===== src/rtl/gzip_pkg.sv =====
// Shared types and sizes for the gzip trailer controller and its CRC engine.
// The optional ISIZE trailer words are enabled by GZIP_TRAILER_ISIZE_EN.
package gzip_pkg;

  localparam int CRC32_W          = 32;
  localparam int ISIZE_W          = 32;
  localparam int TRAILER_LEN_FULL = 8;
  localparam int TRAILER_LEN_CRC  = 4;

  typedef enum logic [1:0] {
    ST_CLR,
    ST_PASS,
    ST_WAIT,
    ST_TRAIL
  } state_t;

endpackage


===== src/rtl/crc32.sv =====
// Byte-serial reflected CRC-32 (poly 0xEDB88320), synchronous active-low reset.
// Output is the finalised (inverted) CRC; valid once at least one byte was folded in.
module crc32
  import gzip_pkg::*;
(
  input  logic               clk,
  input  logic               rst_n,
  input  logic [7:0]         crc32_in,
  input  logic               crc32_valid_in,
  output logic [CRC32_W-1:0] crc32_out,
  output logic               crc32_valid_out
);

  logic [CRC32_W-1:0] crc_q;
  logic               seen_q;

  function automatic logic [CRC32_W-1:0] crc_step(input logic [CRC32_W-1:0] c,
                                                  input logic [7:0]         d);
    logic [CRC32_W-1:0] r;
    r = c ^ {24'd0, d};
    for (int i = 0; i < 8; i++) begin
      r = r[0] ? ((r >> 1) ^ 32'hEDB8_8320) : (r >> 1);
    end
    return r;
  endfunction

  always_ff @(posedge clk) begin
    if (!rst_n) begin
      crc_q  <= '1;
      seen_q <= 1'b0;
    end else if (crc32_valid_in) begin
      crc_q  <= crc_step(crc_q, crc32_in);
      seen_q <= 1'b1;
    end
  end

  assign crc32_out       = ~crc_q;
  assign crc32_valid_out = seen_q;

endmodule


===== src/rtl/gzip_trailer_ctrl.sv =====
// Passes payload through and appends the gzip trailer (CRC32, plus ISIZE when
// GZIP_TRAILER_ISIZE_EN is defined), little-endian.
//
// state    | meaning
// ST_CLR   | CRC engine held in reset for CLR_CYCLES cycles between frames
// ST_PASS  | payload passthrough, zero latency
// ST_WAIT  | one cycle to capture the finished CRC
// ST_TRAIL | emitting trailer bytes
module gzip_trailer_ctrl
  import gzip_pkg::*;
#(
  parameter int CLR_CYCLES = 2
) (
  input  logic               clk,
  input  logic               rst,
  input  logic [7:0]         in_data,
  input  logic               in_valid,
  input  logic               in_last,
  output logic               in_ready,
  output logic [7:0]         out_data,
  output logic               out_valid,
  output logic               out_last,
  input  logic               out_ready,
  output logic               busy,
  output logic [ISIZE_W-1:0] isize
);

`ifdef GZIP_TRAILER_ISIZE_EN
  localparam int TRAILER_LEN = TRAILER_LEN_FULL;
`else
  localparam int TRAILER_LEN = TRAILER_LEN_CRC;
`endif

  state_t             state;
  logic [3:0]         clr_cnt;
  logic [2:0]         tidx;
  logic [CRC32_W-1:0] crc_q;
  logic               busy_q;

  logic               in_xfer;
  logic               last_trail;
  logic               trail_done;
  logic               eng_rst_n;
  logic [CRC32_W-1:0] eng_crc;
  logic               eng_crc_valid;
  logic [63:0]        trail_word;

  assign in_ready   = (state == ST_PASS) & out_ready;
  assign in_xfer    = in_valid & in_ready;
  assign last_trail = (tidx == 3'(TRAILER_LEN - 1));
  assign trail_done = (state == ST_TRAIL) & out_ready & last_trail;

  assign out_valid  = (state == ST_PASS) ? in_valid : (state == ST_TRAIL);
  assign out_last   = (state == ST_TRAIL) & last_trail;
  assign trail_word = {isize, crc_q};
  assign out_data   = (state == ST_PASS)  ? in_data :
                      (state == ST_TRAIL) ? trail_word[{tidx, 3'b000} +: 8] : 8'h00;
  assign busy       = busy_q;

  assign eng_rst_n  = ~(rst | (state == ST_CLR));

  crc32 u_crc32 (
    .clk             (clk),
    .rst_n           (eng_rst_n),
    .crc32_in        (in_data),
    .crc32_valid_in  (in_xfer),
    .crc32_out       (eng_crc),
    .crc32_valid_out (eng_crc_valid)
  );

  always_ff @(posedge clk) begin
    if (rst) begin
      state   <= ST_CLR;
      clr_cnt <= '0;
      tidx    <= '0;
      crc_q   <= '0;
      busy_q  <= 1'b0;
    end else begin
      case (state)
        ST_CLR: begin
          if (clr_cnt == 4'(CLR_CYCLES - 1)) begin
            state   <= ST_PASS;
            clr_cnt <= '0;
          end else begin
            clr_cnt <= clr_cnt + 4'd1;
          end
        end
        ST_PASS: begin
          if (in_xfer) begin
            busy_q <= 1'b1;
            if (in_last) state <= ST_WAIT;
          end
        end
        ST_WAIT: begin
          // an engine that saw no bytes is a fault; emit a zero CRC rather than stall
          crc_q <= eng_crc_valid ? eng_crc : '0;
          tidx  <= '0;
          state <= ST_TRAIL;
        end
        ST_TRAIL: begin
          if (out_ready) begin
            if (last_trail) begin
              state  <= ST_CLR;
              tidx   <= '0;
              busy_q <= 1'b0;
            end else begin
              tidx <= tidx + 3'd1;
            end
          end
        end
        default: state <= ST_CLR;
      endcase
    end
  end

`ifdef GZIP_TRAILER_ISIZE_EN
  logic [ISIZE_W-1:0] isize_q;

  always_ff @(posedge clk) begin
    if (rst || trail_done) begin
      isize_q <= '0;
    end else if (in_xfer) begin
      isize_q <= isize_q + 32'd1;
    end
  end

  assign isize = isize_q;
`else
  assign isize = '0;
`endif

endmodule


===== config.mk =====
export PLATFORM = sky130hd
export DESIGN_NAME = gzip_trailer_ctrl
export DESIGN_NICKNAME = d
export VERILOG_FILES = /design/src/rtl/gzip_pkg.sv /design/src/rtl/crc32.sv /design/src/rtl/gzip_trailer_ctrl.sv
export SDC_FILE = /design/constraint.sdc
export NUM_CORES = 1
export LEC_CHECK = 0
export CAP_MARGIN = 20
export CORE_MARGIN = 3
export CORE_UTILIZATION = 45
export DETAILED_ROUTE_END_ITERATION = 8
export PLACE_DENSITY_LB_ADDON = 0.3
export RECOVER_POWER = 25
export SYNTH_ARGS = -nofsm -noshare
export SYNTH_HDL_FRONTEND = slang
export SYNTH_SLANG_ARGS = --single-unit

===== constraint.sdc =====
create_clock -name clk -period 2.2 [get_ports clk]
set_clock_uncertainty 0.05 [all_clocks]
set_input_delay 0.33 -clock clk [delete_from_list [all_inputs] [get_ports clk]]
set_output_delay 0.33 -clock clk [all_outputs]
set_load 0.02 [all_outputs]

==> impl_metrics.yaml <==
clock_tree:
  clock_latency_ps: 350
  cts_root_buf: "clkbuf_8"
  cts_num_sinks: 75
  cts.clk_slew.worst_paths_ps: 80
  cts_tree: "yes"
  cts_hold_buf: 0
  cts_made_buffers: 9
  cts_buffer_depth: 2
  cts_max_level: 3
timing:
  whs_ps: 410
  max_slew_margin: 0.546
  worst_slack_ps: 77.1
  final.setup.tns_ps: 0
  grt_setup_unrepaired: "false"
  fin_crit_ps: 2120
  setup_viol: 0
  finalMaxSlewViolations: 0
  worst_pin_slew_ps: 681
  fin_crit_sh: 0.965
  hold_viol: 0
  fmax_mhz: 471
power_and_ir_drop:
  power_mw: 4.06
  peakVddDrop_mv: 0.345
  power.density_mw_per_mm2: 859
  p_leak_nw: 1.81
synth:
  syn_area_sq_mm: 0.00406
  avgSynthCellArea_sq_um: 9.22
  seq_area_frac_synth: 0.370
  synth_warnings: 0
  synthTopCellsByArea: "dfxtp_1, xnor2_1, a21oi_1, nand3b_1, buf_4"
  synth-edff-count: 0
  yosys-top-cells-count: "dfxtp_1, a21oi_1, nand2_1"
  ys_ff_latch: 75
  synth_top_area_cell: "dfxtp_1"
  netlist.area_leader.share: 0.370
  synth.distinct_cells: 37
  synthCells: 440
  yosysMostFrequentCell: "dfxtp_1"
  ys.flop_type: "dfxtp_1"
  async_flop_share: 0
placement:
  preCtsSetupSlack_ps: -199
  gp_congestion: 0.888
  dpl-instance-area_sq_mm: 0.00455
  port_buffers: 24
  dpl.hpwl_um: 6670
cells_and_area:
  diodes: 0
  final_nets: 507
  fin_area_sq_mm: 0.00473
  fillers: 800
  area_growth_pct: 16.6
  drive_gt1_frac: 0.181
global_routing:
  grt_overflow: 0
  grt_pass1_wl_um: 15200
  grt_max_degree: 38
  grt_pass1_vias: 2958
  grt_use_total: 0.191
  antenna_found_initial: 0
worst_hold_path:
  hold_start: "crc_q[20]"
  hold_path.class: "reg2reg"
detailed_routing:
  vias: 3130
  drtIter0Drc: 152
  first_pass_iters: 4
  wire_per_inst_um: 15.2
  route.detailed.drc: 0
  ant_nets: 0
  drt_wl_total_um: 9160
  viasPerCell: 5.21
worst_setup_path:
  critPathMaxFanout: 3
  crit_type: "reg2out"
  regToRegSetupSlack_ps: 240
  startpoint: "state[1]"
  cp-end-kind: "output port"
  critPathArrivalTime_ps: 1740
  critPathLaunchType: "flip-flop"
  r2r_start: "tidx[0]"
  critical_path_required_ps: 1820
die:
  die-area_sq_mm: 0.0102
  die_y_um: 101
  fp.coreArea_sq_mm: 0.00872
  row_count: 34
  io_pins: 57
  start_util: 0.465
  die_width_um: 101
outcome:
  status: "finished, final reports clean"
flow_run:
  maxCapViolCount: 0
==> critical path: stages, from the launching register on <==
cell	delay [ps]
dfxtp_2	340
inv_1	80
ha_2	210
buf_6	120
mux2_2	350
clkdlybuf4s15_1	290
==> path summary, 6_finish.rpt <==
path                                   to  cells after the start
worst max register to register   state[1]                      8
worst min register to register  crc_q[20]                      2
worst min-delay path            crc_q[20]                      2
worst max-delay path            out_valid                      5
==> where the power goes <==
part / switching, mW / internal [mW]
clock: 0.511 / 0.468
sequential: 0.0621 / 1.42
combinational: 0.900 / 0.705
total: 1.47 / 2.59
==> flip-flops by register name, summed over array words and instances, names as in the netlist <==
signal and flops:
clr_cnt 4, u_crc32.crc32_valid_out 1, u_crc32.crc_q 32, crc_q 32
state 2, busy 1, tidx 3
==> cell families (layout without fill, tap and decap cells) <==
family / after synthesis / after routing / synth area share
AND/OR/NAND/NOR: 123 / 123 / 0.153
AO/OA/AOI/OAI: 91 / 91 / 0.130
flip-flops: 75 / 75 / 0.370
XOR/XNOR: 72 / 72 / 0.190
buffers and inverters: 62 / 84 / 0.0870
multiplexers: 10 / 10 / 0.0497
adder cells (fa/ha/maj): 6 / 6 / 0.0185
other: 1 / 32 / 0.000924
==> final cells by class <==
| type | count | area, sq um | share of cell area |
|---|---|---|---|
| Tap cell | 108 | 135 | 0.0286 |
| Inverter | 3 | 11.3 | 0.00238 |
| Sequential cell | 75 | 1510 | 0.318 |
| Timing Repair Buffer | 65 | 573 | 0.121 |
| Clock inverter | 4 | 25.0 | 0.00529 |
| Clock buffer | 12 | 155 | 0.0328 |
| Multi-Input combinational cell | 334 | 2330 | 0.492 |
==> metal layers <==
metal	GRT usage	vias up	wire [um]
li1	-	1540	-
met1	0.264	1506	4240
met2	0.304	69	4380
met3	0.0256	15	381
met4	0.0675	0	170
met5	0	-	0
==> cell usage in the layout (no fill, tap or decap), types with 3 or more instances in the layout <==
| cell type | instances |
|---|---|
| xnor2_2 | 8 |
| o21ai_1 | 14 |
| o211ai_1 | 12 |
| mux4_2 | 8 |
| nor3_1 | 7 |
| clkbuf_8 | 11 |
| inv_1 | 3 |
| conb_1 | 32 |
| xor2_1 | 24 |
| buf_2 | 8 |
| buf_6 | 3 |
| a22o_1 | 8 |
| buf_12 | 5 |
| dfxtp_1 | 72 |
| dfxtp_2 | 3 |
| nand3_1 | 4 |
| a21oi_1 | 52 |
| buf_4 | 31 |
| nand2_1 | 50 |
| ha_1 | 5 |
| nand3b_1 | 33 |
| nor2_1 | 21 |
| xnor2_1 | 35 |
| clkdlybuf4s50_1 | 13 |
==> through the flow <==
step / std cells / util
6_report: 601 / 0.542
2_1_floorplan: 471 / -
3_5_place_dp: 583 / 0.522
4_1_cts: 601 / 0.545
5_1_grt: 601 / 0.542
3_3_place_gp: 582 / 0.521
==> repair_timing <==
action / in CTS / in global routing
endpoints found under the setup margin: 11 / 9
buffers inserted: 2 / 0
hold endpoints to repair: 0 / 0
pin swaps: 0 / 1
gates resized for setup: 35 / 8
Note: power is estimated with default switching activity, not from simulation.
